[src/rtl/bip_debug_pkg.sv]
// Shared definitions for the BIP debug report transmitter.
// Latency: n/a (types, constants and a pure frame-byte selector).
// Backpressure: n/a.
package bip_debug_pkg;

    // Bit-phase encoding of the UART byte transmitter.
    typedef enum logic [1:0] {
        IDLE  = 2'd0,
        START = 2'd1,
        DATA  = 2'd2,
        STOP  = 2'd3
    } tx_state_t;

    localparam logic [7:0] SYNC_BYTE    = 8'hA5;
    localparam int         FRAME_BYTES  = 7;
    localparam int         BAUD_DIV_DEF = 5208;   // 50 MHz / 9600 baud

    // Report frame layout, MSB byte first for every field:
    // sync, pc[15:8], pc[7:0], acc[15:8], acc[7:0], cnt[15:8], cnt[7:0].
    // Fields arrive already zero-extended to 16 bits.
    function automatic logic [7:0] frame_byte(input logic [2:0]  idx,
                                              input logic [15:0] pc16,
                                              input logic [15:0] acc16,
                                              input logic [15:0] cnt16);
        logic [7:0] b;
        b = SYNC_BYTE;
        case (idx)
            3'd0:    b = SYNC_BYTE;
            3'd1:    b = pc16[15:8];
            3'd2:    b = pc16[7:0];
            3'd3:    b = acc16[15:8];
            3'd4:    b = acc16[7:0];
            3'd5:    b = cnt16[15:8];
            default: b = cnt16[7:0];
        endcase
        return b;
    endfunction

endpackage

[src/rtl/bip_debug_tx_if.sv]
// CPU-state tap and UART report outputs of the debug transmitter.
// Latency: n/a (signal bundle only).
// Backpressure: none; the report path never stalls the CPU.
// Signals: halt/pc/acc come from the CPU side, tx/busy/frame_done go out.
interface bip_debug_tx_if #(
    parameter int PC_W   = 11,
    parameter int DATA_W = 16
);
    logic              halt;
    logic [PC_W-1:0]   pc;
    logic [DATA_W-1:0] acc;
    logic              tx;
    logic              busy;
    logic              frame_done;

    modport master (output halt, pc, acc, input  tx, busy, frame_done);
    modport slave  (input  halt, pc, acc, output tx, busy, frame_done);
endinterface

[src/rtl/bip_debug_tx_uart_tx_byte.sv]
// UART 8N1 byte serializer: start bit, 8 data bits LSB first, stop bit.
// Latency: tx drops on the edge that samples start; each bit lasts BAUD_DIV cycles.
// Backpressure: start is honoured only when idle or in the last stop-bit cycle.
// Ports: clk, rst (async active-low), start, data[7:0] in; tx, done out.
// done is high during the final cycle of the stop bit, so a start presented
// in that same cycle chains the next byte with no idle gap on the line.
module uart_tx_byte
    import bip_debug_pkg::*;
#(
    parameter int BAUD_DIV = BAUD_DIV_DEF
) (
    input  logic       clk,
    input  logic       rst,
    input  logic       start,
    input  logic [7:0] data,
    output logic       tx,
    output logic       done
);
    localparam int CW = (BAUD_DIV > 2) ? $clog2(BAUD_DIV) : 1;

    tx_state_t     r_state;
    logic [CW-1:0] r_baud;
    logic [2:0]    r_bit;
    logic [7:0]    r_shift;
    logic          r_tx;
    logic          w_bit_end;

    assign w_bit_end = (r_baud == CW'(BAUD_DIV - 1));
    assign done      = (r_state == STOP) && w_bit_end;
    assign tx        = r_tx;

    always_ff @(posedge clk or negedge rst) begin
        if (!rst) begin
            r_state <= IDLE;
            r_baud  <= '0;
            r_bit   <= '0;
            r_shift <= '0;
            r_tx    <= 1'b1;
        end else begin
            case (r_state)
                IDLE: begin
                    if (start) begin
                        r_state <= START;
                        r_shift <= data;
                        r_baud  <= '0;
                        r_tx    <= 1'b0;
                    end
                end
                START: begin
                    if (w_bit_end) begin
                        r_state <= DATA;
                        r_baud  <= '0;
                        r_bit   <= '0;
                        r_tx    <= r_shift[0];
                    end else begin
                        r_baud <= r_baud + CW'(1);
                    end
                end
                DATA: begin
                    if (w_bit_end) begin
                        r_baud <= '0;
                        if (r_bit == 3'd7) begin
                            r_state <= STOP;
                            r_tx    <= 1'b1;
                        end else begin
                            r_bit   <= r_bit + 3'd1;
                            r_shift <= r_shift >> 1;
                            r_tx    <= r_shift[1];
                        end
                    end else begin
                        r_baud <= r_baud + CW'(1);
                    end
                end
                STOP: begin
                    if (w_bit_end) begin
                        r_baud <= '0;
                        if (start) begin
                            r_state <= START;
                            r_shift <= data;
                            r_tx    <= 1'b0;
                        end else begin
                            r_state <= IDLE;
                        end
                    end else begin
                        r_baud <= r_baud + CW'(1);
                    end
                end
                default: begin
                    r_state <= IDLE;
                    r_tx    <= 1'b1;
                end
            endcase
        end
    end

endmodule

[src/rtl/bip_debug_tx.sv]
// Snapshots pc/acc/run-cycle count on a CPU halt rise and sends a 7-byte UART report.
// Latency: rise seen at edge N, start bit at edge N+1, busy falls at N+1+70*BAUD_DIV.
// Backpressure: none; halt rises while a report is in flight are dropped, not queued.
// Ports: clk, rst (async active-low); dbg_if.slave carries halt/pc/acc in and
// tx/busy/frame_done out. frame_done is high for the one cycle after busy falls.
module bip_debug_tx
    import bip_debug_pkg::*;
#(
    parameter int BAUD_DIV = BAUD_DIV_DEF,
    parameter int PC_W     = 11,
    parameter int DATA_W   = 16,
    parameter int CNT_W    = 16
) (
    input  logic           clk,
    input  logic           rst,
    bip_debug_tx_if.slave  dbg_if
);
    logic              r_halt_q;
    logic [CNT_W-1:0]  r_cnt;
    logic [15:0]       r_snap_pc;
    logic [15:0]       r_snap_acc;
    logic [15:0]       r_snap_cnt;
    logic              r_busy;
    logic              r_kick;
    logic              r_frame_done;
    logic [2:0]        r_byte_idx;

    logic [PC_W-1:0]   w_pc;
    logic [DATA_W-1:0] w_acc;
    logic              w_rise;
    logic              w_accept;
    logic              w_byte_done;
    logic              w_last;
    logic              w_next;
    logic              w_start;
    logic [2:0]        w_sel;
    logic [7:0]        w_byte;
    logic              w_tx;

    assign w_pc     = dbg_if.pc;
    assign w_acc    = dbg_if.acc;
    assign w_rise   = dbg_if.halt & ~r_halt_q;
    assign w_accept = w_rise & ~r_busy;
    assign w_last   = (r_byte_idx == 3'(FRAME_BYTES - 1));

    // The first byte is kicked one cycle after capture; later bytes are
    // presented combinationally in the last stop-bit cycle of the previous
    // byte so the serializer chains them back to back.
    assign w_next  = w_byte_done & r_busy & ~w_last;
    assign w_start = r_kick | w_next;
    assign w_sel   = w_next ? (r_byte_idx + 3'd1) : r_byte_idx;
    assign w_byte  = frame_byte(w_sel, r_snap_pc, r_snap_acc, r_snap_cnt);

    always_ff @(posedge clk or negedge rst) begin
        if (!rst) begin
            // Edge register starts high so a halt already asserted at reset
            // release is not mistaken for a fresh halt.
            r_halt_q     <= 1'b1;
            r_cnt        <= '0;
            r_snap_pc    <= '0;
            r_snap_acc   <= '0;
            r_snap_cnt   <= '0;
            r_busy       <= 1'b0;
            r_kick       <= 1'b0;
            r_frame_done <= 1'b0;
            r_byte_idx   <= '0;
        end else begin
            r_halt_q     <= dbg_if.halt;
            r_kick       <= w_accept;
            r_frame_done <= 1'b0;

            // Run-cycle counter saturates instead of wrapping.
            if (!dbg_if.halt && (r_cnt != '1)) begin
                r_cnt <= r_cnt + CNT_W'(1);
            end

            if (w_accept) begin
                r_snap_pc  <= 16'(w_pc);
                r_snap_acc <= 16'(w_acc);
                r_snap_cnt <= 16'(r_cnt);
                r_busy     <= 1'b1;
                r_byte_idx <= '0;
            end else if (w_byte_done && r_busy) begin
                if (w_last) begin
                    r_busy       <= 1'b0;
                    r_frame_done <= 1'b1;
                end else begin
                    r_byte_idx <= r_byte_idx + 3'd1;
                end
            end
        end
    end

    uart_tx_byte #(
        .BAUD_DIV (BAUD_DIV)
    ) u_uart (
        .clk   (clk),
        .rst   (rst),
        .start (w_start),
        .data  (w_byte),
        .tx    (w_tx),
        .done  (w_byte_done)
    );

    assign dbg_if.tx         = w_tx;
    assign dbg_if.busy       = r_busy;
    assign dbg_if.frame_done = r_frame_done;

endmodule
[src/flat_wrapper.sv]
// flat-port wrapper written by rule: the top's interface ports become plain ports
module bip_debug_tx_flat import bip_debug_pkg::*;
#(
    parameter int BAUD_DIV = BAUD_DIV_DEF,
    parameter int PC_W     = 11,
    parameter int DATA_W   = 16,
    parameter int CNT_W    = 16
)
  (clk, rst, dbg_if_halt, dbg_if_pc, dbg_if_acc, dbg_if_tx, dbg_if_busy, dbg_if_frame_done);
  bip_debug_tx_if #(.PC_W(PC_W), .DATA_W(DATA_W)) dbg_if_i ();
  input  logic clk;
  input  logic rst;
  input wire logic [$bits(dbg_if_i.halt)-1:0] dbg_if_halt;
  input wire logic [$bits(dbg_if_i.pc)-1:0] dbg_if_pc;
  input wire logic [$bits(dbg_if_i.acc)-1:0] dbg_if_acc;
  output wire logic [$bits(dbg_if_i.tx)-1:0] dbg_if_tx;
  output wire logic [$bits(dbg_if_i.busy)-1:0] dbg_if_busy;
  output wire logic [$bits(dbg_if_i.frame_done)-1:0] dbg_if_frame_done;
  assign dbg_if_i.halt = dbg_if_halt;
  assign dbg_if_i.pc = dbg_if_pc;
  assign dbg_if_i.acc = dbg_if_acc;
  assign dbg_if_tx = dbg_if_i.tx;
  assign dbg_if_busy = dbg_if_i.busy;
  assign dbg_if_frame_done = dbg_if_i.frame_done;
  bip_debug_tx #(.BAUD_DIV(BAUD_DIV), .PC_W(PC_W), .DATA_W(DATA_W), .CNT_W(CNT_W)) u_core (.clk(clk), .rst(rst), .dbg_if(dbg_if_i));
endmodule
[config.mk]
export PLATFORM = sky130hd
export DESIGN_NAME = bip_debug_tx_flat
export DESIGN_NICKNAME = d
export VERILOG_FILES = /design/src/rtl/bip_debug_pkg.sv /design/src/rtl/bip_debug_tx_if.sv /design/src/rtl/bip_debug_tx_uart_tx_byte.sv /design/src/rtl/bip_debug_tx.sv /design/src/flat_wrapper.sv
export SDC_FILE = /design/constraint.sdc
export NUM_CORES = 1
export LEC_CHECK = 0
export CELL_PAD_IN_SITES_DETAIL_PLACEMENT = 1
export CELL_PAD_IN_SITES_GLOBAL_PLACEMENT = 1
export CORE_ASPECT_RATIO = 1.25
export CORE_MARGIN = 8
export CORE_UTILIZATION = 43
export DETAILED_ROUTE_END_ITERATION = 8
export PLACE_DENSITY_LB_ADDON = 0.08
export SLEW_MARGIN = 20
export SYNTH_ARGS = -nofsm -noshare
export SYNTH_HDL_FRONTEND = slang
export SYNTH_SLANG_ARGS = --single-unit
[constraint.sdc]
create_clock -name clk -period 2.4 [get_ports clk]
set_clock_uncertainty 0.15 [all_clocks]
set_input_delay 0.36 -clock clk [delete_from_list [all_inputs] [get_ports clk]]
set_output_delay 0.36 -clock clk [all_outputs]
set_load 0.05 [all_outputs]
-- After elaboration in Yosys (flattened, before gate mapping)
Index checks and enable logic that the tools add are counted.
- input bits: 30
- memory bits (read-only): 0
- bits in writable memories: 0
- memories kept: 0
- bits in latches: 0
- output and inout port bits: 3
- bits in registers: 93
- multiplexer cells: 36
- bitwise logic cells: 8
- reductions and logical operators: 17
- shift-type cells: 0
- eq/ne operators: 19
- order comparisons: 0
- multipliers: 0
- divide/modulo/power cells: 0
- $add $sub $neg: 4
- operators with widths (operator ; count):
    $pmux 8 s6 ; 1
    $mux 8 ; 4
    $mux 13 ; 2
    $pmux 13 s2 ; 1
    $pmux 8 s3 ; 1
    $mux 3 ; 7
    $add 16x1->16 const B ; 1
    $ne 16x16->1 const B ; 1
    $add 13x1->13 const B ; 1
    $eq 13x13->1 const B ; 1
    $eq 3x3->1 const B ; 4
    $mux 1 ; 12
    $ne 2x2->1 const B ; 6
    $mux 2 ; 5
    $pmux 2 s4 ; 1
    $reduce_and 4->1 ; 2
    $add 3x1->3 const B ; 2
    $eq 3x2->1 const B ; 2
    $pmux 3 s2 ; 1
    $reduce_bool 2->1 ; 3
    $reduce_and 5->1 ; 1
    $and 1x1->1 ; 4
    $eq 2x2->1 const B ; 2
    $pmux 1 s4 ; 1
    13 further kinds ; 18

-- Depth between registers and ports, before layout
- depth in word-level cells: 10
- depth in mapped cells: 11
- depth with buffers taken out: 9

-- Hierarchy
Synthesis repeated with hierarchy kept, for this count alone.
- cell total of the unflattened synthesis: 427
- area, all modules: 4842.1 um2
- by module, submodules not included (module ; area an instance (um2) ; sequential area each (um2) ; instances ; cells an instance):
    bip_debug_tx ; 3196.8 ; 1652.8 ; 1 ; 273
    uart_tx_byte ; 1645.3 ; 676.9 ; 1 ; 154

-- Worst setup path before layout
Ideal clock, no wire load.
- kind: register -> register
- start: register u_core.u_uart.r_baud[8]
- end: register u_core.u_uart.r_shift[7]
- required time: 2.128 ns
- arrival: 2.366 ns
- cell stages (with the launch flop): 10
- setup time: 0.122 ns
- clock period less this slack: 2.637 ns
- path slack: -0.237 ns
- cells stage by stage: dfrtp_1 or4b_4 or3_4 buf_6 nor2_8 a211oi_1 or2_1 buf_6 a21o_1 a32o_1
- longest elaborated chain between the ends: 10
- RTL lines (item ; RTL line ; text):
    start: declaration ; bip_debug_tx_uart_tx_byte.sv:22 ; logic [CW-1:0] r_baud;
    start signal: assignment ; bip_debug_tx_uart_tx_byte.sv:56 ; r_baud <= r_baud + CW'(1);
    start signal: assignment ; bip_debug_tx_uart_tx_byte.sv:71 ; r_baud <= r_baud + CW'(1);
    start signal: assignment ; bip_debug_tx_uart_tx_byte.sv:85 ; r_baud <= r_baud + CW'(1);
    $eq 13x13->1 (*) ; bip_debug_tx_uart_tx_byte.sv:28 ; assign w_bit_end = (r_baud == CW'(BAUD_DIV - 1));
    $logic_and 1x1->1 ; bip_debug_tx_uart_tx_byte.sv:29 ; assign done = (r_state == STOP) && w_bit_end;
    $and 1x1->1 (2 in a row) ; bip_debug_tx.sv:49 ; assign w_next = w_byte_done & r_busy & ~w_last;
    $mux 3 ; bip_debug_tx.sv:51 ; assign w_sel = w_next ? (r_byte_idx + 3'd1) : r_byte_idx;
    $eq 3x3->1, or another cell as far along ; bip_debug_pkg.sv:27 ; case (idx)
    $pmux 8 s6 ; bip_debug_pkg.sv:27 ;
    $mux 8 ; bip_debug_tx_uart_tx_byte.sv:42, bip_debug_tx_uart_tx_byte.sv:77 ;
    $mux 8 ; bip_debug_tx_uart_tx_byte.sv:75 ; if (w_bit_end) begin
    $pmux 8 s3 ; bip_debug_tx_uart_tx_byte.sv:40 ; case (r_state)
    end signal: assignment ; bip_debug_tx_uart_tx_byte.sv:44 ; r_shift <= data;
    end signal: assignment ; bip_debug_tx_uart_tx_byte.sv:67 ; r_shift <= r_shift >> 1;
    end signal: assignment ; bip_debug_tx_uart_tx_byte.sv:79 ; r_shift <= data;
    end: declaration ; bip_debug_tx_uart_tx_byte.sv:24 ; logic [7:0] r_shift;
Mark *: on every way between the ends. The rest lies on a longest branch, timed or not. The select of a mux whose other input is x is not followed.
A chain may end at the register's enable or synchronous reset.

-- Worst setup path after layout
- start: register u_core.u_uart.r_baud[11]
- end: register u_core.u_uart.r_shift[0]
Same word-level chain as after synthesis.

==> impl_results.md <==
* M1 GR Usage at 0.2112
* Avg WL per Cell at about 20 um
* Met3 GRT Util at 0.02852
* GRT busiest layer: met2
* Antenna Nets Post-Route at 0
* Worst path required time at between 2 and 2.5 ns
* Filler cells at about 1100
* Die H at about 130 um
* Failing checks: negative setup slack
* Main synth FF type: dfrtp_1
* Syn Nets at 471
* DR DRC count at 0
* Worst vdd rail ir drop at just over 0.5 mV
* WS Path Type: register to register
* Total of warnings raised by yosys at 0
* Total GRT Usage at 0.1883
* Diodes inserted at 0
* Final setup TNS at -2.735 ns
* Tmin final at between 2 and 3 ns
* Fmax at approximately 0.37 GHz
* Slew Limit Fails at 0
* Drt pass-1 iters at 4
* Global route overflow at 0
* H-Tree Depth at 3
* Largest net degree at the start of global routing at 49
* Slew Limit Headroom at 0.6678
* Syn Area/Cell at 10.99 um2
* Distinct cells, synth at 61
* Post-Syn Instances at between 400 and 500
* Top cell type's share of synthesized area at 0.4820
* RSZ-0062 raised after global routing: true
* 1st-iter DRT viols at ~120
* Synth area leader: dfrtp_1
* Worst slack at placement at -0.3431 ns
* CTS Sinks at 93
* Via Count at about 3700
* Initial antenna violation count at 0
* Dpl hpwl at between 9000 and 10000 um
* EDFF count, synth at 0
* Hold Crit Class: register to register
* Core box area at 0.01092 mm2
* Via/cell ratio at between 5 and 6
* Layout area overhead at 35.12%
* Ys async rst share at 1.000
* Crit Path Max Fanout at 6
* WHS at roughly 0.34 ns
* First-pass GRT wire length at between 20000 and 25000 um
* Cell area after synthesis at approximately 0.0047 mm2
* Layout cells sized above 1 at 0.3790
* Bufs on Longest Clock Path at 2
* Post-Place Cell Area at between 0.005 and 0.006 mm2
* Met2 usage in global routing at 0.3428
* Slew @ Worst Pin at about 0.50 ns
* Port-buffer cells at 32
* Worst setup margin at -0.3274 ns
* Max Cap Viol at 0
* Final #Nets at 569
* WP data arrival at roughly 2.8 ns
* Leak pwr at about 2.8 nW
* Die Wd at between 100 and 150 um
* Vias in the first global route at 4190
* Post-route cell area at between 0.006 and 0.007 mm2
* Sequential area share after synthesis at 0.4931
* Top Ports at 33
* Ranking of synthesized cells by area: dfrtp_1, mux2_2, o21ai_0, ha_1, nand2_1
* Site Rows at 43
* Die area at between 0.01 and 0.015 mm2
* Gpl congestion at 0.8285
* Initial core utilization at 0.4326
* Final setup vio count at 20
* Final Hold Vio Count at 0
* Detailed Route WL at 13180 um
* Final worst-path cycle share at 1.136
* CP Launch Type: register
* Clock root buffer: clkbuf_16
* Power per Cell Area at between 800 and 900 mW/mm2
* Yosys reg bits at 93
* CTS Buf Count at 9
* Finished Core Util at 0.5845
* Worst-Skew Late Latency at around 0.34 ns
* CTS tree: yes
* Crit end category: register
* Clock slew at reported path FFs at approximately 0.070 ns
* Status: finished, violations left
==> state kept, by name, indices dropped and copies added (netlist names), 2 cells and up <==
signal / flops
u_core.r_cnt: 16
u_core.r_snap_acc: 16
u_core.u_uart.r_baud: 13
u_core.u_uart.r_bit: 3
u_core.u_uart.r_state: 2
u_core.r_byte_idx: 3
u_core.r_snap_pc: 11
u_core.u_uart.r_shift: 8
u_core.r_snap_cnt: 16
==> cells by family after synthesis <==
group | share of synthesized area
AOI/OAI and AO/OA | 0.1433
xor gates and xnor gates | 0.02595
adders and majority gates | 0.02913
buffers and inverters | 0.02754
DFF | 0.4931
muxes | 0.1385
and+or+nand+nor | 0.1425
==> metal layers <==
| layer | up-vias | wire [um] | part of all wire |
|---|---|---|---|
| met5 | - | 0 | 0 |
| met4 | 0 | 350 | 0.027 |
| met1 | 1915 | 5295 | 0.40 |
| li1 | 1767 | - | - |
| met3 | 20 | 222 | 0.017 |
| met2 | 45 | 7313 | 0.55 |
==> critical path, stage by stage, from the launching register on <==
cell and delay (ns):
dfrtp_1 0.38, or4b_4 0.58, or3_4 0.40, buf_6 0.14, nor3_4 0.25, a21oi_4 0.09
a221o_1 0.32, a32oi_1 0.17, o21ai_1 0.12
==> cell usage after synthesis (7+ instances only) <==
cell type  number
a21oi_1        11
a22oi_1         7
clkbuf_1       10
dfrtp_1        91
ha_1           11
mux2_2         51
mux2i_1         8
nand2_1        34
nand3_1        10
nand4_1         8
nor2_1         31
nor3_1          8
o21ai_0        34
o31ai_1         9
xnor2_1        10
==> layout by cell type (no fill, tap or decap), types with 3 or more instances in the layout <==
| cell | Yosys | layout |
|---|---|---|
| a21oi_1 | 11 | 5 |
| o21ai_1 | 6 | 29 |
| clkbuf_16 | 0 | 9 |
| a22o_1 | 6 | 6 |
| nand3_1 | 10 | 9 |
| o21ai_2 | 1 | 7 |
| mux2_2 | 51 | 49 |
| o21ai_0 | 34 | 4 |
| mux2i_1 | 8 | 8 |
| nor2b_1 | 5 | 4 |
| nand4_1 | 8 | 8 |
| nor3_1 | 8 | 6 |
| a21oi_2 | 1 | 5 |
| o31ai_1 | 9 | 5 |
| buf_6 | 4 | 12 |
| xnor2_1 | 10 | 10 |
| nor2_2 | 0 | 4 |
| nand2_2 | 0 | 4 |
| xor2_1 | 4 | 4 |
| o31ai_2 | 0 | 3 |
| a31oi_1 | 5 | 3 |
| inv_1 | 6 | 6 |
| and2_1 | 5 | 3 |
| dfrtp_1 | 91 | 91 |
| ha_1 | 11 | 11 |
| a2111oi_4 | 1 | 3 |
| nand2_1 | 34 | 30 |
| buf_12 | 0 | 4 |
| a22oi_1 | 7 | 6 |
| and3_1 | 6 | 6 |
| nor2_4 | 0 | 3 |
| buf_4 | 1 | 56 |
| clkdlybuf4s50_1 | 0 | 31 |
| nor2_1 | 31 | 24 |
==> final timing paths <==
check	from	to	slack [ns]	depth (start not counted)
setup / recovery	u_core.u_uart.r_baud[11]$_DFFE_PN0P_	u_core.u_uart.r_shift[0]$_DFFE_PN0P_	-0.33	8
hold / removal	u_core.r_cnt[15]$_DFFE_PN0P_	u_core.r_cnt[15]$_DFFE_PN0P_	0.34	1
setup reg to reg	u_core.u_uart.r_baud[11]$_DFFE_PN0P_	u_core.u_uart.r_shift[0]$_DFFE_PN0P_	-0.33	8
hold reg to reg	u_core.r_cnt[15]$_DFFE_PN0P_	u_core.r_cnt[15]$_DFFE_PN0P_	0.34	1
max in group asynchronous	rst	u_core.u_uart.tx$_DFFE_PN1P_	1.05	3
min in group asynchronous	rst	u_core.u_uart.r_baud[6]$_DFFE_PN0P_	0.35	2
==> area by class of cell <==
class,instances,area [um2],share of cell area
sequential,93,2330,0.3650
tap,135,168.9,0.02646
clock inverter,5,57.56,0.009016
clock buffer,11,252.7,0.03959
multi-input combinational,313,2581,0.4044
timing repair buffer,105,970.9,0.1521
inverter,6,22.52,0.003528
==> where the power goes <==
group | switching, mW | internal, mW | total, mW
Sequential | 0.245 | 1.85 | 2.10
Combinational | 1.04 | 0.987 | 2.03
Clock | 0.623 | 0.867 | 1.49
Total | 1.91 | 3.71 | 5.62
==> stage by stage <==
step / power, mW / std cells
after floorplan: 3.064 / 430
after global placement: 3.641 / 640
after detailed placement: 3.737 / 640
after CTS: 5.428 / 664
after global routing: 5.926 / 668
final: 5.618 / 668
==> what timing repair did <==
item | CTS | global route
gates resized for setup | 54 | 56
setup buffers | 6 | 6
hold endpoints to repair | 29 | 0
hold buffers | 1 | 0
gates cloned | 1 | 0
endpoints found under the setup margin | 25 | 28
pin swaps | 16 | 42
Power figures use the tool's default switching activity.
